**src/rtl/period_stimulus_gen_pkg.sv**
```systemverilog
// Shared constants and encodings for the periodic stimulus generator.
package period_stimulus_gen_pkg;

   localparam int DATA_W_DFLT         = 14;
   localparam int PER_W_DFLT          = 32;
   localparam int MIN_PERIOD_DFLT     = 4;
   localparam int DEFAULT_PERIOD_DFLT = 1000;

   function automatic int mid_of(input int w);
      return 1 << (w - 1);
   endfunction

   // Mid-scale level for the default sample width
   localparam int MID = mid_of(DATA_W_DFLT);

   typedef enum logic [1:0] {
      WAVE_SQUARE = 2'd0,
      WAVE_PULSE  = 2'd1,
      WAVE_DC     = 2'd2,
      WAVE_INV    = 2'd3
   } wave_t;

   typedef enum logic {
      IDLE = 1'b0,
      RUN  = 1'b1
   } state_t;

endpackage

```
**src/rtl/period_stimulus_gen_phase_counter.sv**
```systemverilog
// Phase counter with wrap detection and a one-deep pending-period register.
module phase_counter
   import period_stimulus_gen_pkg::*;
#(
   parameter int PER_W          = PER_W_DFLT,
   parameter int MIN_PERIOD     = MIN_PERIOD_DFLT,
   parameter int DEFAULT_PERIOD = DEFAULT_PERIOD_DFLT
) (
   input  logic             clk,
   input  logic             reset,
   input  logic             run,
   input  logic [PER_W-1:0] period_in,
   input  logic             period_valid,
   output logic             period_ready,
   output logic [PER_W-1:0] phase,
   output logic [PER_W-1:0] period,
   output logic             wrap
);

   logic [PER_W-1:0] pending;
   logic             pending_vld;
   logic             accept;
   logic             apply;

   function automatic logic [PER_W-1:0] clamp_period(input logic [PER_W-1:0] p);
      return (p < PER_W'(MIN_PERIOD)) ? PER_W'(MIN_PERIOD) : p;
   endfunction

   assign period_ready = !pending_vld;
   assign accept       = period_valid && period_ready;
   assign wrap         = run && (phase == (period - PER_W'(1)));
   // A pending period only lands on a period boundary, or at once when idle
   assign apply        = pending_vld && (!run || wrap);

   always_ff @(posedge clk or negedge reset) begin
      if (!reset) begin
         phase       <= '0;
         period      <= PER_W'(DEFAULT_PERIOD);
         pending     <= '0;
         pending_vld <= 1'b0;
      end else begin
         if (!run || wrap)
            phase <= '0;
         else
            phase <= phase + PER_W'(1);

         if (apply) begin
            period      <= pending;
            pending_vld <= 1'b0;
         end

         if (accept) begin
            pending     <= clamp_period(period_in);
            pending_vld <= 1'b1;
         end
      end
   end

endmodule

```
**src/rtl/period_stimulus_gen.sv**
```systemverilog
// Periodic test-stimulus generator: square, pulse, DC and inverted square
// waveforms with a run/idle FSM and period updates applied on boundaries.
module period_stimulus_gen
   import period_stimulus_gen_pkg::*;
#(
   parameter int DATA_W         = DATA_W_DFLT,
   parameter int PER_W          = PER_W_DFLT,
   parameter int MIN_PERIOD     = MIN_PERIOD_DFLT,
   parameter int DEFAULT_PERIOD = DEFAULT_PERIOD_DFLT
) (
   input  logic              clk,
   input  logic              reset,
   input  logic              enable,
   input  logic [PER_W-1:0]  period_in,
   input  logic              period_valid,
   output logic              period_ready,
   input  logic [1:0]        wave_sel,
   input  logic [DATA_W-1:0] amplitude,
   output logic [DATA_W-1:0] signal_out,
   output logic              cycle_start,
   output logic              active
);

   localparam logic [DATA_W-1:0] MID_L = DATA_W'(mid_of(DATA_W));

   state_t            state;
   logic              run;
   logic              wrap;
   logic              phase_zero;
   logic              square_hi;
   logic [PER_W-1:0]  phase;
   logic [PER_W-1:0]  period;
   wave_t             wsel_q;
   wave_t             wsel_p0;
   logic [DATA_W-1:0] amp_q;
   logic [DATA_W-1:0] amp_p0;
   logic [DATA_W-1:0] level_p0;

   // HI/LO stay inside [0, 2^DATA_W) because the half swing is below MID
   function automatic logic [DATA_W-1:0] level_hi(input logic [DATA_W-1:0] amp);
      return MID_L + (amp >> 1);
   endfunction

   function automatic logic [DATA_W-1:0] level_lo(input logic [DATA_W-1:0] amp);
      return MID_L - (amp >> 1);
   endfunction

   assign run         = (state == RUN);
   assign active      = run;
   assign phase_zero  = (phase == '0);
   assign cycle_start = run && phase_zero;

   phase_counter #(
      .PER_W          (PER_W),
      .MIN_PERIOD     (MIN_PERIOD),
      .DEFAULT_PERIOD (DEFAULT_PERIOD)
   ) u_phase_counter (
      .clk          (clk),
      .reset        (reset),
      .run          (run),
      .period_in    (period_in),
      .period_valid (period_valid),
      .period_ready (period_ready),
      .phase        (phase),
      .period       (period),
      .wrap         (wrap)
   );

   always_ff @(posedge clk or negedge reset) begin
      if (!reset) begin
         state <= IDLE;
      end else begin
         case (state)
            IDLE:    if (enable) state <= RUN;
            RUN:     if (wrap && !enable) state <= IDLE;
            default: state <= IDLE;
         endcase
      end
   end

   // Stage p0: level selection; wave_sel/amplitude are live at phase 0, held after
   always_comb begin
      wsel_p0   = phase_zero ? wave_t'(wave_sel) : wsel_q;
      amp_p0    = phase_zero ? amplitude : amp_q;
      square_hi = (phase < (period >> 1));
      level_p0  = MID_L;
      case (wsel_p0)
         WAVE_SQUARE: level_p0 = square_hi  ? level_hi(amp_p0) : level_lo(amp_p0);
         WAVE_PULSE:  level_p0 = phase_zero ? level_hi(amp_p0) : level_lo(amp_p0);
         WAVE_DC:     level_p0 = MID_L;
         WAVE_INV:    level_p0 = square_hi  ? level_lo(amp_p0) : level_hi(amp_p0);
         default:     level_p0 = MID_L;
      endcase
   end

   always_ff @(posedge clk) begin
      if (run && phase_zero) begin
         wsel_q <= wsel_p0;
         amp_q  <= amp_p0;
      end
   end

   // Stage p1: registered sample, one cycle behind phase
   always_ff @(posedge clk or negedge reset) begin
      if (!reset)
         signal_out <= MID_L;
      else
         signal_out <= run ? level_p0 : MID_L;
   end

endmodule

```
**config.mk**
```make
export PLATFORM = sky130hd
export DESIGN_NAME = period_stimulus_gen
export DESIGN_NICKNAME = d
export VERILOG_FILES = /design/src/rtl/period_stimulus_gen_pkg.sv /design/src/rtl/period_stimulus_gen_phase_counter.sv /design/src/rtl/period_stimulus_gen.sv
export SDC_FILE = /design/constraint.sdc
export NUM_CORES = 1
export LEC_CHECK = 0
export ABC_AREA = 1
export BUFFER_PORTS_ARGS = -buffer_cell sky130_fd_sc_hd__clkbuf_2
export CAP_MARGIN = 20
export CORE_ASPECT_RATIO = 1.75
export CORE_UTILIZATION = 35
export CTS_BUF_LIST = sky130_fd_sc_hd__clkbuf_16
export DETAILED_ROUTE_END_ITERATION = 6
export PLACE_DENSITY_LB_ADDON = 0.12
export SYNTH_ARGS = -nofsm -noshare
export SYNTH_HDL_FRONTEND = slang
export SYNTH_HIERARCHICAL = 1
export SYNTH_SLANG_ARGS = --single-unit
```
**constraint.sdc**
```tcl
create_clock -name clk -period 7.3 [get_ports clk]
set_clock_uncertainty 0.05 [all_clocks]
set_input_delay 1.095 -clock clk [delete_from_list [all_inputs] [get_ports clk]]
set_output_delay 1.095 -clock clk [all_outputs]
set_load 0.02 [all_outputs]
```
# Yosys cells after proc, flatten, opt, wreduce, memory -nomap -nowiden
# Cells that the tools add are included.
# totals
ff_bits	128
latch_bits	0
mem_bits_rw	0
mem_bits_ro	0
in_bits	52
output_inout_bits	17
word_cells	47
n_memories	0
# classes
addsub	4
multipliers	0
n_div	0
n_lt_le_gt_ge	2
n_eq_ne	4
shift	0
mux	14
n_bitwise	1
n_reduce_logical	13
# op_table
op	count
2-to-1 mux 14 bit	5
2-to-1 mux 32 bit	2
case mux 14 bit (4 select lines)	1
adder 32 x 1 -> 32 bit, second input constant	1
equality test 32 bit	1
zero test 32 bit	1
less-than comparator 32 x 3 -> 1 bit, second input constant	1
less-than comparator 32 x 31 -> 1 bit	1
subtractor 32 x 1 -> 32 bit, second input constant	1
adder 14 x 13 -> 14 bit, first input constant	1
subtractor 14 x 13 -> 14 bit, first input constant	1
logical AND 1 bit	5
equality test 2 bit, second input constant	2
2-to-1 mux 1 bit	4
zero test 1 bit	3
equality test 2 x 1 -> 1 bit, second input constant	1
zero test 2 bit	1
2-to-1 mux 2 bit	1
case mux 1 bit (2 select lines)	1
AND reduction 2 bit	1
nonzero test 2 bit	1
logical OR 1 bit	1
NOT 1 bit	1

# Longest topological paths before layout
# Gate-level depths: netlist of the first run.
# logic_depth
ltp_word	7
depth_mapped	21
depth_no_buf	20

# By module
# Netlist of the first run, hierarchy kept.
# by_module_without_submodules
mod	n_inst	cells_per_inst	area_each_um2	seq_area_each_um2
phase_counter	1	786	5856.9	2434.8
period_stimulus_gen	1	481	3246.9	827.0

# Worst setup path after synthesis of the first run
# No wires, ideal clock.
# synth_timing
kind	flip-flop to output port
from	register u_phase_counter.phase[12]
to	output port cycle_start
arrival_time_ps	2107
t_required_ps	6155
slack_ps	4048
stages_incl_launch_ff	7
n_path_buf	1
cell_sequence	dfrtp_1 > nor2_1 > nand2_1 > nor2_2 > nand4_2 > buf_2 > nor2_1
# synth_between
elab_chain_cells	2
# synth_lines
element	line_no	source
start, declared	period_stimulus_gen_phase_counter.sv:15	output logic [PER_W-1:0] phase,
start signal, assigned	period_stimulus_gen_phase_counter.sv:45	phase <= phase + PER_W'(1);
zero test 32 bit	period_stimulus_gen.sv:50	assign phase_zero = (phase == '0);
logical AND 1 bit	period_stimulus_gen.sv:51	assign cycle_start = run && phase_zero;
end, declared	period_stimulus_gen.sv:20	output logic cycle_start,
# No other way between the ends.

# Worst setup path in the final report of the first run
# layout_timing
from	register u_phase_counter.period[1]
to	register u_phase_counter.period[28]
# layout_between
elab_chain_cells	5
# layout_lines
element	line_no	source
start, declared	period_stimulus_gen_phase_counter.sv:16	output logic [PER_W-1:0] period,
start signal, assigned	period_stimulus_gen_phase_counter.sv:38	period <= PER_W'(DEFAULT_PERIOD);
start signal, assigned	period_stimulus_gen_phase_counter.sv:48	period <= pending;
subtractor 32 x 1 -> 32 bit	period_stimulus_gen_phase_counter.sv:31	assign wrap = run && (phase == (period - PER_W'(1)));
equality test 32 bit	period_stimulus_gen_phase_counter.sv:31	
logical AND 1 bit	period_stimulus_gen_phase_counter.sv:31	
logical OR 1 bit	period_stimulus_gen_phase_counter.sv:33	assign apply = pending_vld && (!run || wrap);
logical AND 1 bit	period_stimulus_gen_phase_counter.sv:33	
# No other way between the ends.
# A chain may end at the register's enable or synchronous reset.

==> results of run 1 <==
-- power breakdown --
part           internal, W  switching [W]  leakage, nW
Clock             0.000450       0.000343        0.267
Sequential        0.000714              0         1.63
Combinational    0.0000110      0.0000204         3.46
-- state kept, by name (all words and copies together) (netlist names) --
register and cells:
u_phase_counter/period 32, u_phase_counter/phase 32, u_phase_counter/pending_vld 1, active 1
signal_out 14, u_phase_counter/pending 32, amp_q 13, wsel_q 2
-- through the flow --
| stage | hold WS [ns] | total power, W | std cells | cell area (sq um) | utilization [%] |
|---|---|---|---|---|---|
| 4_1_cts | 0.443 | 0.00157 | 1658 | 10200 | 40.1 |
| 5_1_grt | 0.469 | 0.00159 | 1658 | 10200 | 40.1 |
| 3_3_place_gp | 0.433 | 0.000760 | 1626 | 9650 | 37.9 |
| 6_report | 0.443 | 0.00154 | 1658 | 10200 | 40.1 |
| 3_5_place_dp | 0.429 | 0.000760 | 1626 | 9650 | 37.9 |
| 2_1_floorplan | 0.399 | 0.000730 | 1267 | 9100 | - |
-- area by class of cell --
class | count | area (sq um)
inverters | 146 | 548
clock inverters | 14 | 88.8
well taps | 316 | 395
flip-flops and latches | 127 | 3260
fillers | 2768 | 15200
multi-input cells | 963 | 5050
repair buffers | 74 | 390
clock buffers | 18 | 450
-- worst max path at each step --
stage | slack, ns | startpoint | to | cells after the start
floorplan | 4.05 | u_phase_counter/phase[12] | cycle_start | 6
global placement | 3.52 | u_phase_counter/period[1] | u_phase_counter/period[31] | 17
detailed placement | 3.54 | u_phase_counter/period[1] | u_phase_counter/period[12] | 17
CTS | 3.52 | u_phase_counter/period[1] | u_phase_counter/period[12] | 17
global route | 3.11 | u_phase_counter/period[1] | u_phase_counter/period[28] | 17
finish | 3.54 | u_phase_counter/period[1] | u_phase_counter/period[28] | 17
-- synth_stat cells, types with 4 or more instances --
cell type,instances,area share [%]
sky130_fd_sc_hd__a21oi_1,46,2.5
sky130_fd_sc_hd__a31oi_1,4,0.27
sky130_fd_sc_hd__buf_12,4,0.88
sky130_fd_sc_hd__buf_2,11,0.60
sky130_fd_sc_hd__clkbuf_1,9,0.37
sky130_fd_sc_hd__dfrtp_1,105,29
sky130_fd_sc_hd__dfstp_2,7,2.0
sky130_fd_sc_hd__edfxtp_1,15,4.9
sky130_fd_sc_hd__ha_1,33,4.5
sky130_fd_sc_hd__inv_1,137,5.6
sky130_fd_sc_hd__inv_2,7,0.29
sky130_fd_sc_hd__nand2_1,422,17
sky130_fd_sc_hd__nand2_2,14,0.96
sky130_fd_sc_hd__nand3_1,71,3.9
sky130_fd_sc_hd__nand3_2,32,3.5
sky130_fd_sc_hd__nand4_1,15,1.0
sky130_fd_sc_hd__nor2_1,139,5.7
sky130_fd_sc_hd__nor2_2,22,1.5
sky130_fd_sc_hd__nor2_4,8,0.99
sky130_fd_sc_hd__nor3_1,10,0.55
sky130_fd_sc_hd__nor3_2,7,0.77
sky130_fd_sc_hd__nor4_1,9,0.62
sky130_fd_sc_hd__o211ai_1,4,0.33
sky130_fd_sc_hd__o21ai_0,28,1.5
sky130_fd_sc_hd__o21ai_1,7,0.38
sky130_fd_sc_hd__o21ai_2,8,0.77
sky130_fd_sc_hd__o21bai_1,5,0.41
sky130_fd_sc_hd__xnor2_1,16,1.5
sky130_fd_sc_hd__xor2_1,36,3.5
-- worst max-delay path, stage by stage (launching register included) --
cell                      delay (ns)
sky130_fd_sc_hd__dfrtp_1        0.44
sky130_fd_sc_hd__inv_1          0.10
sky130_fd_sc_hd__ha_1           0.24
sky130_fd_sc_hd__nand2_1        0.07
sky130_fd_sc_hd__nor2_1         0.17
sky130_fd_sc_hd__nand3_1        0.19
sky130_fd_sc_hd__nor2_1         0.13
sky130_fd_sc_hd__nand2_1        0.05
sky130_fd_sc_hd__nand2_1        0.06
sky130_fd_sc_hd__nand2_1        0.06
sky130_fd_sc_hd__nor2_1         0.10
sky130_fd_sc_hd__nand2_1        0.05
sky130_fd_sc_hd__nor2_1         0.10
sky130_fd_sc_hd__nand2_2        0.15
sky130_fd_sc_hd__nand2_4        0.67
sky130_fd_sc_hd__nand2_2        0.64
sky130_fd_sc_hd__nand2_1        0.18
sky130_fd_sc_hd__nand2_1        0.07
-- logic make-up (layout without fill, tap and decap cells) --
logic type | after synthesis | count (layout) | synth area share [%]
AND/OR/NAND/NOR | 769 | 769 | 39.1
AO/OA/AOI/OAI | 109 | 109 | 6.83
flip-flops | 127 | 127 | 35.8
buffers and inverters | 177 | 252 | 8.66
XOR/XNOR | 52 | 52 | 5.00
adder cells (fa/ha/maj) | 33 | 33 | 4.54
-- metal layers --
layer | routed length [um] | share of wire, %
met3 | 752 | 2.9
met5 | 0 | 0
met2 | 14900 | 58
met1 | 9470 | 37
met4 | 721 | 2.8
==> results list, run 1 <==
* Number of buffers inserted for hold repair after clock tree synthesis: 0
* Met3 track demand over resource in global routing: 3.50%
* Crit path required time: 7.58 ns
- The total area inside the core boundary comes to 0.0254 sq mm.
- Horizontal die dimension: 124 um
- Wirelength, routed: 25.8 mm
- The run finished with clean final reports.
- Worst vdd rail ir drop: 0.000154 V
* Pre-antenna DRT Iters: 5
* Async set or reset register ratio after synthesis: 88.2%
- Hold Path Stages: 2
* Top_reg_cell synth: sky130_fd_sc_hd__dfrtp_1
- Destination of the worst register-to-register timing path: u_phase_counter/period[28]
* Achievable clock frequency: 266 MHz
- Counting flops and latches in the post-synthesis netlist gives 127.
- Synthesis produced 1267 cells.
- Class of the tightest hold or removal check: reg -> reg
- Clock Latency Late Sink: 0.45 ns
- For the worst setup path, the data arrival time is 4.04 ns.
* Share of the yosys chip area belonging to registers: 35.8%
- Once the clock tree was built, the resizer swapped 0 gates to a different size.
* Count of flip-flops with a built-in enable after synthesis: 15
- Worst reg2reg path startpoint: u_phase_counter/period[1]
- Antenna violations before repair: 0
* Initial core utilization: 35.8%
* Pins Over Slew Limit: 0
* Minimum clock period after layout: 3.76 ns
- Transition time at the pin with the least slew margin: 0.957 ns
- Entering global routing, the biggest net connects 66 pins.
- In the routed design, unresolved DRC markers number 0.
- CTS built an H-tree with a depth of 4.
- Number of core rows: 77
- Total setup violations reported at the end of the flow: 0
- Synthesis instantiated 47 different standard cells from the library.
- Number of post-CTS setup repair buffers: 0
- Signed area change from the synthesized netlist to the final layout: 11.9%
* Via total after detailed routing: 8059
- In the global route stage, met1 resource usage came out at 20.9%.
- The library cells used most frequently in the layout, excluding fill and tap cells, are sky130_fd_sc_hd__nand2_1, sky130_fd_sc_hd__nor2_1, sky130_fd_sc_hd__inv_1, sky130_fd_sc_hd__dfrtp_1, sky130_fd_sc_hd__nand3_1.
- Hold Vio Cnt, Final: 0
- Setup repair after global routing missed its margin: no
* Routed wire length per instance: 15.6 um
* Setup_tns: 0 ns
* Per-cell via count in the routed design: 4.86
- The path with the worst hold slack has its endpoint at u_phase_counter/pending[0].
* Max transition margin: 36.2%
- Die area: 0.0267 sq mm
* Number of maximum-capacitance violations: 0
- Wire length of the first global-routing pass: 41.8 mm
- Counting along the longest clock path gives a buffer depth of 2.
- The detailed router finished its first iteration with 371 violations.
* Count of port buffers added during placement: 67
- Layout Nets: 1414
* Most common cell after layout, fill and taps aside: sky130_fd_sc_hd__nand2_1
* Launching element type of the critical path: flip-flop
- Period utilization: 51.4%
- By startpoint and endpoint, the worst setup path is classified as reg -> reg.
- In this run the most critical hold path is launched from u_phase_counter/pending[0].
* Met2 layer usage reported by global route: 40.3%
- Timing analysis after detailed placement gives a worst setup slack of 3.54 ns.
- GRT overflow: 0
- Nets in the synthesized netlist: 1352
* Endpoint type of the worst setup path: flip-flop
- Weighted congestion at the end of routability-driven global placement: 0.908
- Summing every instance area after synthesis gives 0.00910 sq mm.
- Number of buffers inserted during clock tree synthesis: 17
- Count of antenna diodes in the layout: 0
- Average instance area after synthesis: 7.19 sq um
* Worst reg2reg path depth: 17
- After clock tree synthesis, the clock-pin slew on the worst setup and hold paths is 0.06 ns.
- Global router's overall resource usage: 20.9%
* Busiest grt layer: met2
* Reg2reg setup slack: 3.54 ns
- Lkg Pwr: 5.36 nW
- Root buffer selected by CTS: sky130_fd_sc_hd__clkbuf_16
- After legalization and detailed placement, the total HPWL measured 19.6 mm.
- Fraction of layout cells with a size suffix above 1: 16.2%
- TritonCTS built the clock tree.
- For this design the ratio of total power to cell area is 151 mW/mm^2.
* Die Y-Extent: 215 um
- Via count of the first global-routing pass: 8192
- Yosys synthesis warning count: 6
- Along the worst path, the maximum fanout reaches 65.
- Setup slack on the critical path of the routed design comes to 3.54 ns.
* CTS sink count: 127
* Top-Level Pins: 69
- The detail route stage leaves a number of antenna-violating nets equal to 0.
Power figures use the tool's default switching activity.
==> run 2: changes to the inputs <==
- clock period: 7.3 -> 3.7 ns (I/O delays scaled with it)
==> run 2 against run 1 <==
Critical path depth grew 2; global-route usage is essentially flat; power grew 99%; first-iteration DRC count shrank 4.6%; register-to-register slack lost 2.9 ns; largest cell class unchanged; highest routed layer unchanged.
==> results list, run 2 (synthesis gave the netlist of run 1 again) <==
* Status: finished, final reports clean (unchanged)
- The number of hold violations in the final report came to 0 (unchanged).
* Maximum buffer depth of the clock tree: 2 (unchanged)
* Launching element type of the critical path: flip-flop (unchanged)
* Antenna violations before repair: 0 (unchanged)
- Commonest cells after routing, fill and taps aside: sky130_fd_sc_hd__nand2_1, sky130_fd_sc_hd__inv_1, sky130_fd_sc_hd__nor2_1, sky130_fd_sc_hd__dfrtp_1, sky130_fd_sc_hd__nand3_1 (was sky130_fd_sc_hd__nand2_1, sky130_fd_sc_hd__nor2_1, sky130_fd_sc_hd__inv_1, sky130_fd_sc_hd__dfrtp_1, sky130_fd_sc_hd__nand3_1)
* Most common cell after layout, fill and taps aside: sky130_fd_sc_hd__nand2_1 (unchanged)
* Top-Level Pins: 69 (unchanged)
- The maximum vdd ir drop was 0.000288 V (was 0.000154 V).
- Worst reg2reg path depth: 19 (was 17)
- The post-DP HPWL is 20.0 mm (was 19.6 mm).
- Horizontal die dimension: 124 um (unchanged)
* Wire length of the first global-routing pass: 41.6 mm (was 41.8 mm)
- The worst endpoint data arrival time was 3.39 ns (was 4.04 ns).
- Number of core rows: 77 (unchanged)
- Weighted congestion at the end of routability-driven global placement: 0.899 (was 0.908)
- The final number of setup-violating endpoints is 0 (unchanged).
* Wirelength, routed: 25.7 mm (was 25.8 mm)
* Endpoint type of the worst setup path: flip-flop (unchanged)
* WS Path Type: reg -> reg (unchanged)
* Crit path required time: 3.99 ns (was 7.58 ns)
- The clock latency reported for the late side of the worst-skew pair came to 0.45 ns (about the same).
* Minimum clock period after layout: 3.11 ns (was 3.76 ns)
- Post-cts sizing count: 0 (unchanged)
* Pre-antenna DRT Iters: 5 (unchanged)
- Clock-pin slew on the worst setup and hold paths: 0.05 ns (was 0.06 ns)
* Count of antenna diodes in the layout: 0 (unchanged)
- The number of buffers added by the clock tree synthesis step came to 17 (unchanged).
- The layout overhead on the synthesized area was 13.3% (was 11.9%).
* Reg2reg setup slack: 0.59 ns (was 3.54 ns)
- Leading registers by flop count: u_phase_counter/pending: 32 flops, u_phase_counter/period: 32 flops, u_phase_counter/phase: 32 flops (unchanged)
- Global router's overall resource usage: 20.8% (was 20.9%)
- Layout Nets: 1427 (was 1414)
- Setup repair after global routing missed its margin: no (unchanged)
- The overall die height is 215 um (unchanged).
* CTS sink count: 127 (unchanged)
- Via count of the first global-routing pass: 8189 (was 8192)
- Transition time at the pin with the least slew margin: 0.816 ns (was 0.957 ns)
- Achievable clock frequency: 322 MHz (was 266 MHz)
* Number of post-CTS setup repair buffers: 0 (unchanged)
* Period utilization: 83.9% (was 51.4%)
- Final Cell Area: 0.0103 sq mm (was 0.0102 sq mm)
- CTS tree: built (unchanged)
- The number of DRC violations after detailed routing was 0 (unchanged).
- Setup_tns: 0 ns (unchanged)
- The root buffer cell was sky130_fd_sc_hd__clkbuf_16 (unchanged).
- The maximum fanout along the worst path is 11 (was 65).
* Initial core utilization: 35.8% (unchanged)
* Remaining number of nets flagged by the antenna check after routing: 0 (unchanged)
* Largest net degree at the start of global routing: 64 (was 66)
- Number of buffers inserted for hold repair after clock tree synthesis: 0 (unchanged)
- Class of the tightest hold or removal check: in -> async (was reg -> reg)
- H-tree levels: 4 (unchanged)
- GRT overflow: 0 (unchanged)
- The leakage power summed over all cells came to 5.44 nW (was 5.36 nW).
- Placeable core area: 0.0254 sq mm (unchanged)
- Routed wire length per instance: 15.4 um (was 15.6 um)
- Cells after DPL: 1639 (was 1626)
- The share of the core filled with cells was 40.5% (was 40.1%).
- Power density over the cells: 297 mW/mm^2 (was 151 mW/mm^2)
* Cell Count, Final, Fillers Out: 1671 (was 1658)
* Fraction of layout cells with a size suffix above 1: 16.8% (was 16.2%)
- The relative slew slack was 45.6% (was 36.2%).
- The capture point of the worst reg-to-reg path was signal_out[10] (was u_phase_counter/period[28]).
- The final number of max-transition violations was 0 (unchanged).
* Die area: 0.0267 sq mm (unchanged)
- Placed cell area: 0.00976 sq mm (was 0.00965 sq mm)
- The vias after detailed routing is 8124 (was 8059).
* Worst reg2reg path startpoint: u_phase_counter/phase[13] (was u_phase_counter/period[1])
* Number of maximum-capacitance violations: 0 (unchanged)
- The per-cell via count in the routed design came to 4.86 (about the same).
- Number of violations reported at the end of detailed-routing iteration 0: 354 (was 371)
- The total of buffers placed on input and output ports is 67 (unchanged).
- Total power: 0.00307 W (was 0.00154 W)
[run 2: layout make-up]
type	instances	area, sq um
well taps	316	395
fillers	2751	15100
clock inverters	14	103
multi-input cells	963	5050
repair buffers	87	500
flip-flops and latches	127	3260
clock buffers	18	450
inverters	146	548
[run 2: routing by layer]
metal / part of all wire (%) / vias to the layer above / global-route usage, %
met5: 0 / - / 0
met4: 3.5 / 0 / 10.0
li1: - / 4169 / -
met2: 58 / 146 / 40.8
met3: 2.5 / 55 / 3.16
met1: 36 / 3754 / 20.2
[run 2: power by group]
part | switching, W | internal, W | total [W]
registers | 0 | 0.00141 | 0.00141
clock network | 0.000650 | 0.000944 | 0.00159
logic | 0.0000397 | 0.0000233 | 0.0000630
total | 0.000689 | 0.00238 | 0.00307
[run 2: worst max path at each step]
stage,start,endpoint,depth (start not counted)
finish,u_phase_counter/phase[13],signal_out[10],19
global route,u_phase_counter/phase[13],signal_out[10],19
CTS,u_phase_counter/phase[13],signal_out[10],19
detailed placement,u_phase_counter/phase[13],signal_out[10],19
global placement,u_phase_counter/phase[13],signal_out[10],19
floorplan,u_phase_counter/phase[12],cycle_start,6
[run 2: metrics by stage]
step,setup WS [ns],hold WS [ns]
2_1_floorplan,0.988,0.209
3_3_place_gp,0.597,0.439
3_5_place_dp,0.599,0.441
4_1_cts,0.595,0.162
5_1_grt,0.370,0.212
6_report,0.595,0.127
[run 2: critical path, cell delays in order (launching register included)]
cell and delay (ns):
sky130_fd_sc_hd__dfrtp_1 0.48, sky130_fd_sc_hd__nor2_1 0.13, sky130_fd_sc_hd__nand2_1 0.07, sky130_fd_sc_hd__nor2_2 0.28, sky130_fd_sc_hd__nand2_4 0.17, sky130_fd_sc_hd__nor2_8 0.23
sky130_fd_sc_hd__nor2_2 0.07, sky130_fd_sc_hd__nor2_4 0.19, sky130_fd_sc_hd__ha_1 0.19, sky130_fd_sc_hd__nand3_1 0.18, sky130_fd_sc_hd__nor2_4 0.25, sky130_fd_sc_hd__nand2_2 0.09
sky130_fd_sc_hd__inv_1 0.11, sky130_fd_sc_hd__nand2_1 0.06, sky130_fd_sc_hd__nand2_1 0.09, sky130_fd_sc_hd__nand3_1 0.07, sky130_fd_sc_hd__nand2_1 0.08, sky130_fd_sc_hd__nand3_1 0.06
sky130_fd_sc_hd__nand2_1 0.09, sky130_fd_sc_hd__inv_1 0.04
